--- config.mk ---
export PLATFORM = sky130hd
export DESIGN_NAME = intdiv_otfc_flat
export DESIGN_NICKNAME = d
export VERILOG_FILES = /design/src/rtl/intdiv_otfc_pkg.sv /design/src/rtl/intdiv_otfc_if.sv /design/src/rtl/intdiv_otfc_step.sv /design/src/rtl/intdiv_otfc.sv /design/src/flat_wrapper.sv
export SDC_FILE = /design/constraint.sdc
export NUM_CORES = 1
export LEC_CHECK = 0
export ABC_AREA = 0
export CELL_PAD_IN_SITES_DETAIL_PLACEMENT = 1
export CELL_PAD_IN_SITES_GLOBAL_PLACEMENT = 2
export CORE_ASPECT_RATIO = 1.25
export CORE_UTILIZATION = 25
export DETAILED_ROUTE_END_ITERATION = 12
export PLACE_DENSITY = 0.69
export SYNTH_ARGS = -nofsm -noshare
export SYNTH_HDL_FRONTEND = slang
export SYNTH_SLANG_ARGS = --single-unit
--- constraint.sdc ---
create_clock -name clk -period 2.9 [get_ports clk]
set_clock_uncertainty 0.15 [all_clocks]
set_input_delay 0.58 -clock clk [delete_from_list [all_inputs] [get_ports clk]]
set_output_delay 0.58 -clock clk [all_outputs]
set_load 0.01 [all_outputs]
--- src/rtl/intdiv_otfc_pkg.sv ---
// intdiv_otfc_pkg: SD2 digit codes and converter FSM states shared by the intdiv_otfc slice
package intdiv_otfc_pkg;
  typedef enum logic [1:0] {IDLE, CONV, ADJ} state_t;
  localparam logic [1:0] ZERO_1 = 2'b00;
  localparam logic [1:0] POS1 = 2'b01;
  localparam logic [1:0] ZERO_2 = 2'b10;
  localparam logic [1:0] NEG1 = 2'b11;
endpackage

--- src/rtl/intdiv_otfc_if.sv ---
// intdiv_otfc_if: digit stream in (start, dig_valid, dig, dig_last, padj, seladj), result out (q_out, q_valid, busy, ovf)
interface intdiv_otfc_if #(parameter int N = 8);
  logic start;
  logic dig_valid;
  logic [1:0] dig;
  logic dig_last;
  logic padj;
  logic seladj;
  logic [N-1:0] q_out;
  logic q_valid;
  logic busy;
  logic ovf;
  modport master(output start, dig_valid, dig, dig_last, padj, seladj, input q_out, q_valid, busy, ovf);
  modport slave(input start, dig_valid, dig, dig_last, padj, seladj, output q_out, q_valid, busy, ovf);
endinterface

--- src/rtl/intdiv_otfc_step.sv ---
// intdiv_otfc_step: one SD2 digit update of the Q/QM pair (q, qm, dig in; q_nxt, qm_nxt out), keeping QM == Q-1
module intdiv_otfc_step
  import intdiv_otfc_pkg::*;
#(
  parameter int N = 8
) (
  input  logic [N-1:0] q,
  input  logic [N-1:0] qm,
  input  logic [1:0]   dig,
  output logic [N-1:0] q_nxt,
  output logic [N-1:0] qm_nxt
);
  always_comb begin
    q_nxt = dig == POS1 ? {q[N-2:0], 1'b1} : dig == NEG1 ? {qm[N-2:0], 1'b1} : {q[N-2:0], 1'b0};
    qm_nxt = dig == POS1 ? {q[N-2:0], 1'b0} : dig == NEG1 ? {qm[N-2:0], 1'b0} : {qm[N-2:0], 1'b1};
  end
endmodule

--- src/rtl/intdiv_otfc.sv ---
// intdiv_otfc: on-the-fly SD2-to-two's-complement quotient converter with final adjust; clk, rst_n, s (intdiv_otfc_if.slave)
module intdiv_otfc
  import intdiv_otfc_pkg::*;
#(
  parameter int N = 8
) (
  input  logic          clk,
  input  logic          rst_n,
  intdiv_otfc_if.slave  s
);
  localparam int CW = $clog2(N + 1);
  state_t state;
  logic [N-1:0] q, qm, q_nxt, qm_nxt, q_adj;
  logic [CW-1:0] cnt;
  logic padj_r, seladj_r;
  intdiv_otfc_step #(.N(N)) u_step (
    .q(q),
    .qm(qm),
    .dig(s.dig),
    .q_nxt(q_nxt),
    .qm_nxt(qm_nxt)
  );
  always_comb q_adj = seladj_r ? q : padj_r ? q + N'(1) : qm;
  assign s.busy = state != IDLE;
  always_ff @(posedge clk or negedge rst_n) begin
    if (!rst_n) begin
      state <= IDLE;
      q <= '0;
      qm <= '1;
      cnt <= '0;
      padj_r <= 1'b0;
      seladj_r <= 1'b0;
      s.q_out <= '0;
      s.q_valid <= 1'b0;
      s.ovf <= 1'b0;
    end else begin
      s.q_valid <= state == ADJ;
      if (state == ADJ) s.q_out <= q_adj;
      if (s.start) begin
        state <= CONV;
        q <= '0;
        qm <= '1;
        cnt <= '0;
        s.ovf <= 1'b0;
      end else if (state == CONV && s.dig_valid) begin
        q <= q_nxt;
        qm <= qm_nxt;
        cnt <= cnt == CW'(N) ? cnt : cnt + CW'(1);
        if (cnt == CW'(N)) s.ovf <= 1'b1;
        if (s.dig_last) begin
          padj_r <= s.padj;
          seladj_r <= s.seladj;
          state <= ADJ;
        end
      end else if (state == ADJ) begin
        state <= IDLE;
      end
    end
  end
endmodule

--- src/flat_wrapper.sv ---
// flat-port wrapper written by rule: the top's interface ports become plain ports
module intdiv_otfc_flat import intdiv_otfc_pkg::*;
#(
  parameter int N = 8
)
  (clk, rst_n, s_start, s_dig_valid, s_dig, s_dig_last, s_padj, s_seladj, s_q_out, s_q_valid, s_busy, s_ovf);
  intdiv_otfc_if #(.N(N)) s_i ();
  input  logic clk;
  input  logic rst_n;
  input wire logic [$bits(s_i.start)-1:0] s_start;
  input wire logic [$bits(s_i.dig_valid)-1:0] s_dig_valid;
  input wire logic [$bits(s_i.dig)-1:0] s_dig;
  input wire logic [$bits(s_i.dig_last)-1:0] s_dig_last;
  input wire logic [$bits(s_i.padj)-1:0] s_padj;
  input wire logic [$bits(s_i.seladj)-1:0] s_seladj;
  output wire logic [$bits(s_i.q_out)-1:0] s_q_out;
  output wire logic [$bits(s_i.q_valid)-1:0] s_q_valid;
  output wire logic [$bits(s_i.busy)-1:0] s_busy;
  output wire logic [$bits(s_i.ovf)-1:0] s_ovf;
  assign s_i.start = s_start;
  assign s_i.dig_valid = s_dig_valid;
  assign s_i.dig = s_dig;
  assign s_i.dig_last = s_dig_last;
  assign s_i.padj = s_padj;
  assign s_i.seladj = s_seladj;
  assign s_q_out = s_i.q_out;
  assign s_q_valid = s_i.q_valid;
  assign s_busy = s_i.busy;
  assign s_ovf = s_i.ovf;
  intdiv_otfc #(.N(N)) u_core (.clk(clk), .rst_n(rst_n), .s(s_i));
endmodule
==> results of run 1 <==
power by group:
| group | total [W] | switching, W | leakage [nW] | internal, W |
|---|---|---|---|---|
| registers | 0.000659 | 0.000100 | 0.420 | 0.000559 |
| clock network | 0.000423 | 0.000183 | 0.0575 | 0.000240 |
| logic | 0.000337 | 0.000145 | 0.448 | 0.000192 |
| total | 0.00142 | 0.000429 | 0.925 | 0.000991 |
cell families (layout without fill, tap and decap cells):
logic type                 count (synthesis)  in the layout  share of synthesized area [%]
and+or+nand+nor                           82             82                           22.6
AOI/OAI and AO/OA                         47             47                           17.8
DFF                                       34             34                           45.3
buffers and inverters                     24             38                           5.93
muxes                                     11             11                           6.39
adders and majority gates                  3              3                           1.98
metal layers:
metal	track usage (%)	vias up	share of wire, %
met5	0	-	0
met4	4.12	0	1.2
met3	2.94	6	2.1
met2	22.7	19	51
met1	17.4	781	46
li1	-	758	-
area by class of cell:
class                   count  area [um2]
fillers                   848        5100
well taps                  92         115
clock buffers               8         110
flip-flops and latches     34         861
inverters                   7        26.3
repair buffers             23         220
multi-input cells         143         926
flip-flops by register name, indices dropped and copies added (netlist names):
name / flops
u_core.cnt: 4
u_core.s.q_out: 8
u_core.seladj_r: 1
u_core.state: 2
u_core.padj_r: 1
u_core.s.q_valid: 1
u_core.s.ovf: 1
u_core.q: 8
u_core.qm: 8
worst min-delay path by stage:
| stage | startpoint | to | slack, ns | depth (start not counted) |
|---|---|---|---|---|
| after global routing | u_core.s.q_out[6]$_DFFE_PN0P_ | u_core.s.q_out[6]$_DFFE_PN0P_ | 0.36 | 2 |
| after detailed placement | u_core.s.q_out[0]$_DFFE_PN0P_ | u_core.s.q_out[0]$_DFFE_PN0P_ | 0.32 | 2 |
| after CTS | u_core.s.q_out[0]$_DFFE_PN0P_ | u_core.s.q_out[0]$_DFFE_PN0P_ | 0.34 | 2 |
| after global placement | u_core.s.q_out[0]$_DFFE_PN0P_ | u_core.s.q_out[0]$_DFFE_PN0P_ | 0.30 | 2 |
| final | u_core.s.q_out[0]$_DFFE_PN0P_ | u_core.s.q_out[0]$_DFFE_PN0P_ | 0.32 | 2 |
| after floorplan | rst_n | u_core.cnt[0]$_DFFE_PN0P_ | 0.13 | 0 |
cell usage in the layout, fill, tap and decap left out, types with 2 or more instances in the layout:
cell             instances
nand2_1                 28
dfrtp_1                 26
clkdlybuf4s50_1         19
nand3_1                 11
nor2_1                  10
o21ai_0                  9
a21oi_1                  8
mux2i_1                  8
a311oi_1                 8
clkbuf_8                 8
dfstp_2                  8
o211ai_1                 7
nand2b_1                 5
inv_1                    5
nand3b_1                 5
nor2b_1                  5
nor3_1                   4
buf_4                    4
ha_1                     3
inv_2                    2
and4b_1                  2
o31ai_1                  2
nor3b_1                  2
and3b_1                  2
mux2_4                   2
a211o_1                  2
nor4_1                   2
critical path, cell delays in order (launching register included):
cell and delay (ns):
dfrtp_1 0.43, or2_2 0.31, clkdlybuf4s50_1 0.47
per-stage QoR:
step,util [%],worst slack (ns),cell area (um2)
after floorplan,-,1.29,1900
after global placement,29.2,0.668,2150
after detailed placement,29.2,0.632,2150
after CTS,30.7,0.655,2260
after global routing,30.7,0.606,2260
final,30.7,0.675,2260
==> results.py, run 1 <==
metrics = {
    "detailed_routing": {
        "vias": 1564,
        "ant_nets": 0,
        "drc": 0,
        "wl_per_cell_um": 15.5,
        "vias_per_cell": 5.09,
        "drt_pre_antenna_iters": 4,
        "postRouteWirelength_mm": 4.75,
        "detail_route.iter0.violations": 66,
    },
    "synthesis": {
        "yosys_warnings": 0,
        "yosysSeqAreaShare_pct": 45.3,
        "synth.area.top_cells": "dfrtp_1 34%, dfstp_2 11%, nand2_1 5.5%, mux2i_1 4.2%, a311oi_1 3.7%",
        "synth_edf_count": 0,
        "avgSynthCellArea_um2": 9.45,
        "syn-cell-area_mm2": 0.00190,
        "yosysTopAreaCell": "dfrtp_1",
        "synth_ff_type": "dfrtp_1",
        "syn_nets": 213,
        "synth_top_area_share_pct": 34.3,
        "async_reset_ff_share_pct": 100,
        "yosysMostFrequentCell": "nand2_1",
        "yosysUniqueCellTypes": 46,
        "ys_ff_latch": 34,
        "synthTopCellsByCount": "28 x nand2_1, 26 x dfrtp_1, 11 x buf_2, 11 x nand3_1, 10 x nor2_1",
        "syn_inst": 201,
    },
    "clock_tree": {
        "clkTransAtPathRegs_ns": 0.08,
        "worstSkewPairLatency_ns": 0.29,
        "clockBufferDepth": 2,
        "cts_buffers": 5,
        "post-cts-setup-buffers": 0,
        "root_buffer": "clkbuf_8",
        "htree_levels": 2,
        "cts_tree": "built",
        "cts_hold_buf": 0,
        "cts.sinks": 34,
        "cts_resized": 0,
    },
    "grt": {
        "first_global_vias": 1621,
        "grt-ovfl-total": 0,
        "grt_first_pass_wirelength_mm": 8.30,
        "grt_max_degree": 35,
        "antenna_found_initial": 0,
        "grtUsageTotal_pct": 13.6,
    },
    "sta": {
        "fmax_mhz": 449,
        "relSlewSlack_pct": 56.5,
        "worst_pin_slew_ns": 0.652,
        "timing.setup.tns_ns": 0,
        "post-route-min-period_ns": 2.23,
        "fin_crit_sh_pct": 76.7,
        "hold_viol_final": 0,
        "timing.final.max_slew_violations": 0,
        "setup_violations": 0,
        "whs_ns": 0.323,
        "rsz0062_at_grt": "no",
    },
    "critical_path": {
        "cp-startpoint": "u_core.state[1]$_DFFE_PN0P_",
        "critical_path_class": "flip-flop to output port",
        "setup.worst_path.end": "s_busy",
        "r2r_end": "u_core.s.q_out[7]$_DFFE_PN0P_",
        "reg2regPathDepth": 3,
        "critical_path_required_ns": 2.17,
        "r2r_slack_ns": 1.20,
        "end_kind": "output port",
        "reg2reg_from": "u_core.q[2]$_DFFE_PN0P_",
        "path_max_fanout": 7,
        "cp.arrival_ns": 1.50,
        "worst_setup_path_start_kind": "flip-flop",
    },
    "finish": {
        "nNetsFinal": 226,
        "final_cells": 307,
        "antennaDiodeCount": 0,
        "drive_gt1_share_pct": 13.0,
        "synthToLayoutAreaGrowth_pct": 18.9,
    },
    "place": {
        "dpl.cell_count": 299,
        "place_congestion": 0.710,
        "port_buffers": 19,
        "dp.final_hpwl_mm": 3.35,
    },
    "floorplanning": {
        "rows": 35,
        "die_area_mm2": 0.00795,
        "coreArea_mm2": 0.00736,
        "die-height_um": 99.5,
        "die_x_um": 80.0,
        "start_util_pct": 25.8,
        "io_pins": 20,
    },
    "power_and_ir_drop": {
        "cellLeakagePower_nw": 0.925,
        "p_total_w": 0.00142,
        "power.density_mw_per_mm2": 629,
        "ir_worst_vdd_mv": 0.236,
    },
    "min_path": {
        "hold_class": "flip-flop to flip-flop",
    },
    "outcome": {
        "status": "finished clean",
    },
    "flow_run": {
        "drv_cap": 0,
    },
}
Note: power is estimated with default switching activity, not from simulation.
==> run 2, diff against run 1 <==
clock period = 2.3 ns   (was 2.9 ns; I/O delays follow)
==> results.py, run 2 (synthesis gave the netlist of run 1 again) <==
metrics = {
    "outcome": {
        "status": "finished clean",
    },
    "sta": {
        "timing.final.max_slew_violations": 0,
        "fin_crit_sh_pct": 92.7,
        "rsz0062_at_grt": "no",
        "fmax_mhz": 469,
        "post-route-min-period_ns": 2.13,
        "worst_pin_slew_ns": 0.555,
        "fin_ws_ns": 0.169,
        "hold_viol_final": 0,
        "setup_violations": 0,
        "timing.setup.tns_ns": 0,
        "relSlewSlack_pct": 63.0,
    },
    "min_path": {
        "hp-start": "u_core.s.q_out[0]$_DFFE_PN0P_",
        "whs_endpoint": "u_core.s.q_out[0]$_DFFE_PN0P_",
        "hold_class": "flip-flop to flip-flop",
        "whs_path_depth": 2,
    },
    "floorplanning": {
        "start_util_pct": 25.8,
        "die-height_um": 99.5,
        "io_pins": 20,
        "die_area_mm2": 0.00795,
        "rows": 35,
        "die_x_um": 80.0,
        "coreArea_mm2": 0.00736,
    },
    "detailed_routing": {
        "drc": 0,
        "detail_route.iter0.violations": 54,
        "wl_met1_mm": 2.13,
        "wl_met3_um": 91,
        "top_layer": "met4",
        "postRouteWirelength_mm": 4.83,
        "wl_per_cell_um": 15.6,
        "vias": 1562,
        "vias_per_cell": 5.04,
        "dr_wl_met2_mm": 2.53,
        "drt_pre_antenna_iters": 4,
        "ant_nets": 0,
    },
    "clock_tree": {
        "cts.sinks": 34,
        "clkTransAtPathRegs_ns": 0.07,
        "cts_buffers": 5,
        "root_buffer": "clkbuf_8",
        "cts_resized": 0,
        "htree_levels": 2,
        "clockBufferDepth": 2,
        "cts_tree": "built",
        "worstSkewPairLatency_ns": 0.29,
        "cts_hold_buf": 0,
        "post-cts-setup-buffers": 0,
    },
    "critical_path": {
        "reg2regPathDepth": 3,
        "worst_setup_path_start_kind": "flip-flop",
        "r2r_end": "u_core.s.q_out[7]$_DFFE_PN0P_",
        "end_kind": "output port",
        "reg2reg_from": "u_core.q[2]$_DFFE_PN0P_",
        "critical_path_class": "flip-flop to output port",
        "cp.arrival_ns": 1.52,
        "r2r_slack_ns": 0.61,
        "critical_path_required_ns": 1.69,
        "path_max_fanout": 7,
    },
    "finish": {
        "mostFrequentLayoutCell": "nand2_1",
        "synthToLayoutAreaGrowth_pct": 19.1,
        "antennaDiodeCount": 0,
        "mostFrequentLayoutCells": "28 x nand2_1, 26 x dfrtp_1, 19 x clkdlybuf4s50_1",
        "n_fill_cell": 858,
        "drive_gt1_share_pct": 13.8,
        "reg.largest.list": "u_core.q (8), u_core.qm (8), u_core.s.q_out (8)",
        "nNetsFinal": 229,
    },
    "power_and_ir_drop": {
        "power.density_mw_per_mm2": 769,
        "p_total_w": 0.00174,
        "swShare_pct": 31.2,
        "combPwrFrac_pct": 25.4,
        "cellLeakagePower_nw": 0.930,
        "p_sw_w": 0.000542,
        "clkPwrFrac_pct": 27.3,
        "p_int_w": 0.00120,
        "ir_worst_vdd_mv": 0.266,
        "seq_power_share_pct": 47.3,
    },
    "flow_run": {
        "drv_cap": 0,
    },
    "grt": {
        "grtUsageTotal_pct": 13.8,
        "grt-ovfl-total": 0,
        "grt_first_pass_wirelength_mm": 8.49,
        "grt_max_degree": 35,
        "first_global_vias": 1683,
        "antenna_found_initial": 0,
    },
    "place": {
        "place_congestion": 0.699,
        "pre_cts_ws_ns": 0.296,
        "port_buffers": 19,
        "dp.final_hpwl_mm": 3.40,
    },
}
## run 2: changes by cell type in the layout (fill, tap and decap cells not counted), sizes merged
cell	delta
clkinv	+1
clkbuf	-1
buf	+3
## run 2: how the worst max path moves through the flow
stage                                      from                   endpoint  cells past startpoint
floorplan             u_core.cnt[0]$_DFFE_PN0P_  u_core.cnt[2]$_DFFE_PN0P_                      5
global placement                    s_dig_valid  u_core.cnt[2]$_DFFE_PN0P_                      4
detailed placement                  s_dig_valid    u_core.q[7]$_DFFE_PN0P_                      5
CTS                 u_core.state[1]$_DFFE_PN0P_                     s_busy                      2
global route        u_core.state[1]$_DFFE_PN0P_                     s_busy                      2
finish              u_core.state[1]$_DFFE_PN0P_                     s_busy                      2
## run 2: power by group through the flow
stage                     Clock [W]  Sequential [W]  Combinational, W
after floorplan                   0        0.000801          0.000271
after global placement            0        0.000831          0.000443
after detailed placement          0        0.000836          0.000451
after CTS                  0.000500        0.000824          0.000451
after global routing       0.000518        0.000843          0.000501
final                      0.000475        0.000822          0.000442
## run 2: metrics by stage
stage | util, % | hold slack [ns] | area [um2] | instances
detailed placement | 29.5 | 0.320 | 2170 | 302
CTS | 30.7 | 0.337 | 2260 | 310
floorplan | - | 0.0144 | 1900 | 201
finish | 30.7 | 0.331 | 2260 | 310
global placement | 29.5 | 0.302 | 2170 | 302
global route | 30.7 | 0.371 | 2260 | 310
## run 2: critical path: stages, from the launching register on
cell	delay, ns
dfrtp_1	0.45
or2_2	0.31
clkdlybuf4s50_1	0.47
## run 2: area by class of cell
class                   instances  area [um2]  area share, %
clock buffers                   7        86.3           3.82
clock inverters                 1        5.00          0.221
flip-flops and latches         34         861           38.1
well taps                      92         115           5.09
repair buffers                 26         243           10.7
inverters                       7        26.3           1.16
multi-input cells             143         926           40.9
## run 2: routing by layer
layer,vias to the layer above,track usage [%]
met1,774,15.7
met3,6,2.39
met5,-,0
met4,0,5.36
met2,20,25.1
li1,762,-
